[src/rtl/bcd_pkg.sv]
// Shared BCD digit type, digit limits and the load sanitiser.
package bcd_pkg;

  typedef logic [3:0] bcd_digit_t;

  localparam bcd_digit_t BCD_MAX = 4'd9;
  localparam bcd_digit_t BCD_MIN = 4'd0;

  function automatic bcd_digit_t bcd_sanitise(input bcd_digit_t digit);
    return (digit > BCD_MAX) ? BCD_MIN : digit;
  endfunction

endpackage

[src/rtl/bcd_digit.sv]
// One BCD digit register: sanitised parallel load, single up/down step with 9<->0 wrap.
module bcd_digit
  import bcd_pkg::*;
(
  input  logic       clk,
  input  logic       rst_n,
  input  logic       step,
  input  logic       up,
  input  logic       load,
  input  bcd_digit_t d,
  output bcd_digit_t q,
  output logic       at_max,
  output logic       at_min
);

  bcd_digit_t digit_q, digit_d;

  always_comb begin
    digit_d = digit_q;
    if (load) begin
      digit_d = bcd_sanitise(d);
    end else if (step) begin
      if (up) begin
        digit_d = (digit_q == BCD_MAX) ? BCD_MIN : digit_q + 4'd1;
      end else begin
        digit_d = (digit_q == BCD_MIN) ? BCD_MAX : digit_q - 4'd1;
      end
    end
  end

  always_ff @(posedge clk or negedge rst_n) begin
    if (!rst_n) begin
      digit_q <= BCD_MIN;
    end else begin
      digit_q <= digit_d;
    end
  end

  assign q      = digit_q;
  assign at_max = (digit_q == BCD_MAX);
  assign at_min = (digit_q == BCD_MIN);

endmodule

[src/rtl/bcd_updown_counter.sv]
// Multi-digit BCD up/down counter with parallel load and cascadable terminal count.
module bcd_updown_counter
  import bcd_pkg::*;
#(
  parameter int unsigned DIGITS = 2
) (
  input  logic                  clk,
  input  logic                  rst_n,
  input  logic                  en,
  input  logic                  up,
  input  logic                  load,
  input  logic [4*DIGITS-1:0]   din,
  output logic [4*DIGITS-1:0]   q,
  output logic                  tc
);

  logic [DIGITS-1:0] step;
  logic [DIGITS-1:0] at_max;
  logic [DIGITS-1:0] at_min;

  // Ripple enable: a digit moves only when every lower digit is at its wrap point.
  always_comb begin
    step    = '0;
    step[0] = en & ~load;
    for (int unsigned i = 1; i < DIGITS; i++) begin
      step[i] = step[i-1] & (up ? at_max[i-1] : at_min[i-1]);
    end
  end

  for (genvar g = 0; g < DIGITS; g++) begin : g_digit
    bcd_digit u_digit (
      .clk    (clk),
      .rst_n  (rst_n),
      .step   (step[g]),
      .up     (up),
      .load   (load),
      .d      (din[4*g +: 4]),
      .q      (q[4*g +: 4]),
      .at_max (at_max[g]),
      .at_min (at_min[g])
    );
  end

  assign tc = en & ~load & (up ? (&at_max) : (&at_min));

endmodule

[config.mk]
export PLATFORM = sky130hd
export DESIGN_NAME = bcd_updown_counter
export DESIGN_NICKNAME = d
export VERILOG_FILES = /design/src/rtl/bcd_pkg.sv /design/src/rtl/bcd_digit.sv /design/src/rtl/bcd_updown_counter.sv
export SDC_FILE = /design/constraint.sdc
export NUM_CORES = 1
export LEC_CHECK = 0
export ABC_AREA = 0
export CORE_MARGIN = 8
export CORE_UTILIZATION = 50
export DETAILED_ROUTE_END_ITERATION = 8
export DONT_BUFFER_PORTS = 1
export GPL_TIMING_DRIVEN = 0
export PLACE_DENSITY_LB_ADDON = 0.1
export SETUP_SLACK_MARGIN = 0.05
export SYNTH_ARGS = -nofsm -noshare
export SYNTH_HDL_FRONTEND = slang
export SYNTH_HIERARCHICAL = 1
export SYNTH_SLANG_ARGS = --single-unit
[constraint.sdc]
create_clock -name clk -period 2.2 [get_ports clk]
set_input_delay 0.22 -clock clk [delete_from_list [all_inputs] [get_ports clk]]
set_output_delay 0.22 -clock clk [all_outputs]
set_load 0.05 [all_outputs]
# == After elaboration in Yosys (flattened, before gate mapping) ==
# Index checks and enable logic that the tools add are counted.
# op_classes
n_mux,14
n_eq_ne,2
n_reduce_logical,6
add_sub_neg,4
order_cmp,2
n_bitwise,4
# ops
operator,count
$mux W4,12
$add A4 B1 Y4 const B,2
$eq A4 B4 Y1 const B,2
$gt A4 B4 Y1 const B,2
$logic_not A4 Y1,2
$sub A4 B1 Y4 const B,2
$reduce_and A2 Y1,2
$reduce_bool A2 Y1,2
$and A1 B1 Y1,3
$mux W1,2
$not A1 Y1,1
# totals
in_bits,13
wordCells,34
out_inout_bits,9
reg_bits,8

# == Depth between registers and ports, before layout ==
# logic_depth
depth_word,5
depth_mapped,9
depth_no_buf,8

# == By module ==
# The synthesis kept the hierarchy.
# modules_own_cells
module,instances,area_each_um2,seq_area_each_um2,cells_each
bcd_digit,2,356.6,100.1,44
bcd_updown_counter,1,41.3,0.0,7

# == Worst setup path after synthesis ==
# OpenSTA, ideal clock, no wires.
# synth_path
kind,register to register
start,register g_digit[0].u_digit.digit_q[3]
end,register g_digit[1].u_digit.digit_q[3]
setup_time_ps,138
path_buffers,0
slack_ps,-69
arrival_ps,2130
period_less_slack_ps,2269
stages_incl_launch_ff,9
required_ps,2062
cell_sequence,dfrtp_1 -> nor2b_1 -> nor3b_1 -> mux2i_1 -> nor2_1 -> nand2b_1 -> a221o_1 -> a211oi_1 -> a211oi_1
# synth_via
elab_chain_cells,4
elab_cells_between_ends,5
cone_classes,1 x eq/ne; 1 x mux; 1 x bitwise; 2 x reduce/logical
# synth_lines
item,line,source
start: declaration,bcd_digit.sv:16,"bcd_digit_t digit_q, digit_d;"
start signal: assignment,bcd_digit.sv:35,digit_q <= digit_d;
$eq A4 B4 Y1,bcd_digit.sv:40,assign at_max = (digit_q == BCD_MAX);
net at_max[0],bcd_updown_counter.sv:18,logic [DIGITS-1:0] at_max;
$mux W1,bcd_updown_counter.sv:26,step[i] = step[i-1] & (up ? at_max[i-1] : at_min[i-1]);
$and A1 B1 Y1,bcd_updown_counter.sv:26,
net step[1],bcd_updown_counter.sv:17,logic [DIGITS-1:0] step;
$reduce_bool A2 Y1 (no line),-,
end signal: assignment,bcd_digit.sv:35,
end: declaration,bcd_digit.sv:16,
# The timed path passes the listed nets, and every way through them passes these cells.
# A chain may end at the register's enable or synchronous reset.

# == Worst setup path in the final report ==
# Same ends and word-level chain as after synthesis.

==> reports/qor.txt <==
status = finished clean
R2R Path Start = g_digit[0].u_digit/q[3]
Critical Path Start = g_digit[0].u_digit/q[3]
htree depth = 1
Synth area leader = dfrtp_1
Reg clk slew, reported paths = 0.06 ns
Worst Path Required = 2.31 ns
Final Net Count = 119
Synthesis Warnings = 6
Slew HR = 0.736
hpwl dp = 1.32 mm
Setup violations, final = 0
Post-DRT Antenna Nets = 0
Slowest-stage cell, CP = dfrtp_4
Cell Pwr Density = 584 nW/um^2
Routed wire per std cell = 14.8 um
CP Data Arrival Time = 2.12 ns
DIE WIDTH = 54.8 um
TritonCTS clock tree = done
VDD IR max = 0.521 mV
Clock Latency Late Sink = 0.25 ns
Synth top area share = 0.265
synthesized area = 754 sq um
routed vias/inst = 6.01
core box area = 1450 sq um
final core utilization = 0.620
flops & latches, synth = 8
Distinct cells, synth = 26
Bufs and invs on worst path = 0
crit-path cells = nor2b_2 -> nor3b_2 -> mux2i_1 -> nor2_2 -> nand2b_1 -> a221o_1 -> a211oi_2 -> a211oi_1
Cells after Synth = 95
final hold vios = 0
first-pass GRT wire length = 2.85 mm
leakage = 0.319 nW
number of port buffers = 0
initial antenna violation count = 0
total wire length = 1.80 mm
slew of the pin with the lowest slew margin = 0.396 ns
max reg flops = 8
area delta synth->final = 19.4%
number of global-route vias before repair = 668
Max-cap violations = 0
total CTS buffers = 3
placed instance area = 781 sq um
root buffer cell = clkbuf_4
pins over their slew limit = 0
Hold Crit Class = input pin to register
drt pass-1 iters = 4
fmax = 0.497 GHz
hold_ws = 0.0695 ns
hold wc startpoint = din[3]
Die H = 54.8 um
Top delay family on crit path = simple AND/OR/NAND/NOR gates
I/O pins = 22
crit-path max FO = 8
initial core utilization = 0.519
max incr delay on CP = 0.57 ns
Setup CP Type = register to register
gp weighted congestion = 0.776
post-route minimum period = 2.01 ns
share of layout cells above drive strength 1 = 0.286
Critical Path End Type = register
pre-CTS setup slack = -0.260 ns
RSZ-0062 raised after global routing = no
Clock Path Buffers = 2
vias post-DR = 727
pin count of the biggest net entering global routing = 18
Startpoint Class = register
Syn Nets = 108
overall global routing resource usage = 0.127
Residual DRC = 0
ant diodes = 0
grt ovf = 0
largest cells by area after synthesis = dfrtp_1 (27%), a21oi_1 (6.0%), buf_6 (6.0%), nand2b_1 (5.8%), nand2_1 (5.0%)
Core Rows = 14
syn_area_per_cell = 7.94 sq um
sequential share of the synthesized area = 0.265
skew final = 0.00785 ns
Final Instance Area = 901 sq um
die area = 3010 sq um
Final period util = 0.914
crit path setup slack, layout = 0.190 ns
Starting DRT DRC Count = 20
fill count = 123
clock sink count = 8
cell families (layout without fill, tap and decap cells):
group                     after synthesis  after routing  synth area share
DFF                                     8              8             0.265
muxes                                   1              1            0.0133
and+or+nand+nor                        42             42             0.315
AOI/OAI and AO/OA                      27             27             0.242
buffers and inverters                  11             21            0.0945
xor gates and xnor gates                6              6            0.0697
through the flow:
stage / TNS (ns) / power (mW) / instances
floorplan: 0 / 0.356 / 95
global placement: -0.372 / 0.378 / 111
detailed placement: -0.400 / 0.381 / 111
CTS: 0 / 0.508 / 118
global route: 0 / 0.559 / 121
finish: 0 / 0.526 / 121
layer usage:
layer	GRT usage	share of wire
met5	0	0
met4	0.0451	0.0033
met3	0.0516	0.080
met2	0.191	0.43
met1	0.159	0.48
area by class of cell:
cell class	count	area, sq um	area share
inverters	5	18.8	0.0208
flip-flops and latches	8	215	0.239
clock buffers	4	26.3	0.0292
multi-input cells	76	520	0.578
repair buffers	6	47.5	0.0528
plain buffers	6	52.6	0.0583
well taps	16	20.0	0.0222
worst register-to-register path, delay by kind of cell (launching register included):
family	cells	cell delay, ns
flops	1	0.57
compound gates	3	0.58
mux	1	0.11
simple gates	4	0.60
synth_stat cells, drive strengths merged:
library cell   n
nand2         10
a21oi          9
dfrtp          8
nand2b         7
inv            5
nand3          5
nor2           5
a211oi         4
buf            4
o21ai          4
or3            4
xnor2          4
a221o          2
a22o           2
a22oi          2
clkbuf         2
nand4b         2
nor2b          2
nor3           2
nor3b          2
nor4           2
o31ai          2
o32ai          2
xor2           2
mux2i          1
nand3b         1
final timing paths:
kind / end / slack, ns / cells after the start
setup / recovery: g_digit[1].u_digit/q[3] / 0.19 / 8
min in group asynchronous: g_digit[0].u_digit/q[3] / 0.30 / 1
hold reg to reg: g_digit[1].u_digit/q[2] / 0.86 / 2
hold / removal: g_digit[0].u_digit/q[2] / 0.07 / 1
max in group asynchronous: g_digit[1].u_digit/q[3] / 1.62 / 1
setup reg to reg: g_digit[1].u_digit/q[3] / 0.19 / 8
where the power goes:
part           switching [mW]  internal (mW)
clock                  0.0464         0.0691
combinational          0.0793         0.0809
sequential             0.0834          0.167
total                   0.209          0.317
cell usage in the layout, fill, tap and decap left out, drive strengths merged:
cell	count
nand2	10
a21oi	9
buf	9
dfrtp	8
nand2b	7
clkbuf	6
inv	5
nand3	5
nor2	5
or3	4
xnor2	4
o21ai	4
a211oi	4
o31ai	2
o32ai	2
xor2	2
a22oi	2
a22o	2
a221o	2
nand4b	2
nor3	2
nor4	2
nor2b	2
nor3b	2
nand3b	1
mux2i	1
dlygate4sd3	1
repair_timing:
action | in CTS | in global routing
pin swaps | 1 | 5
hold buffers | 1 | 0
gates resized for setup | 6 | 9
endpoints found under the setup margin | 3 | 4
endpoints found under the hold margin | 8 | 0
buffers inserted | 2 | 3
Power figures use the tool's default switching activity.
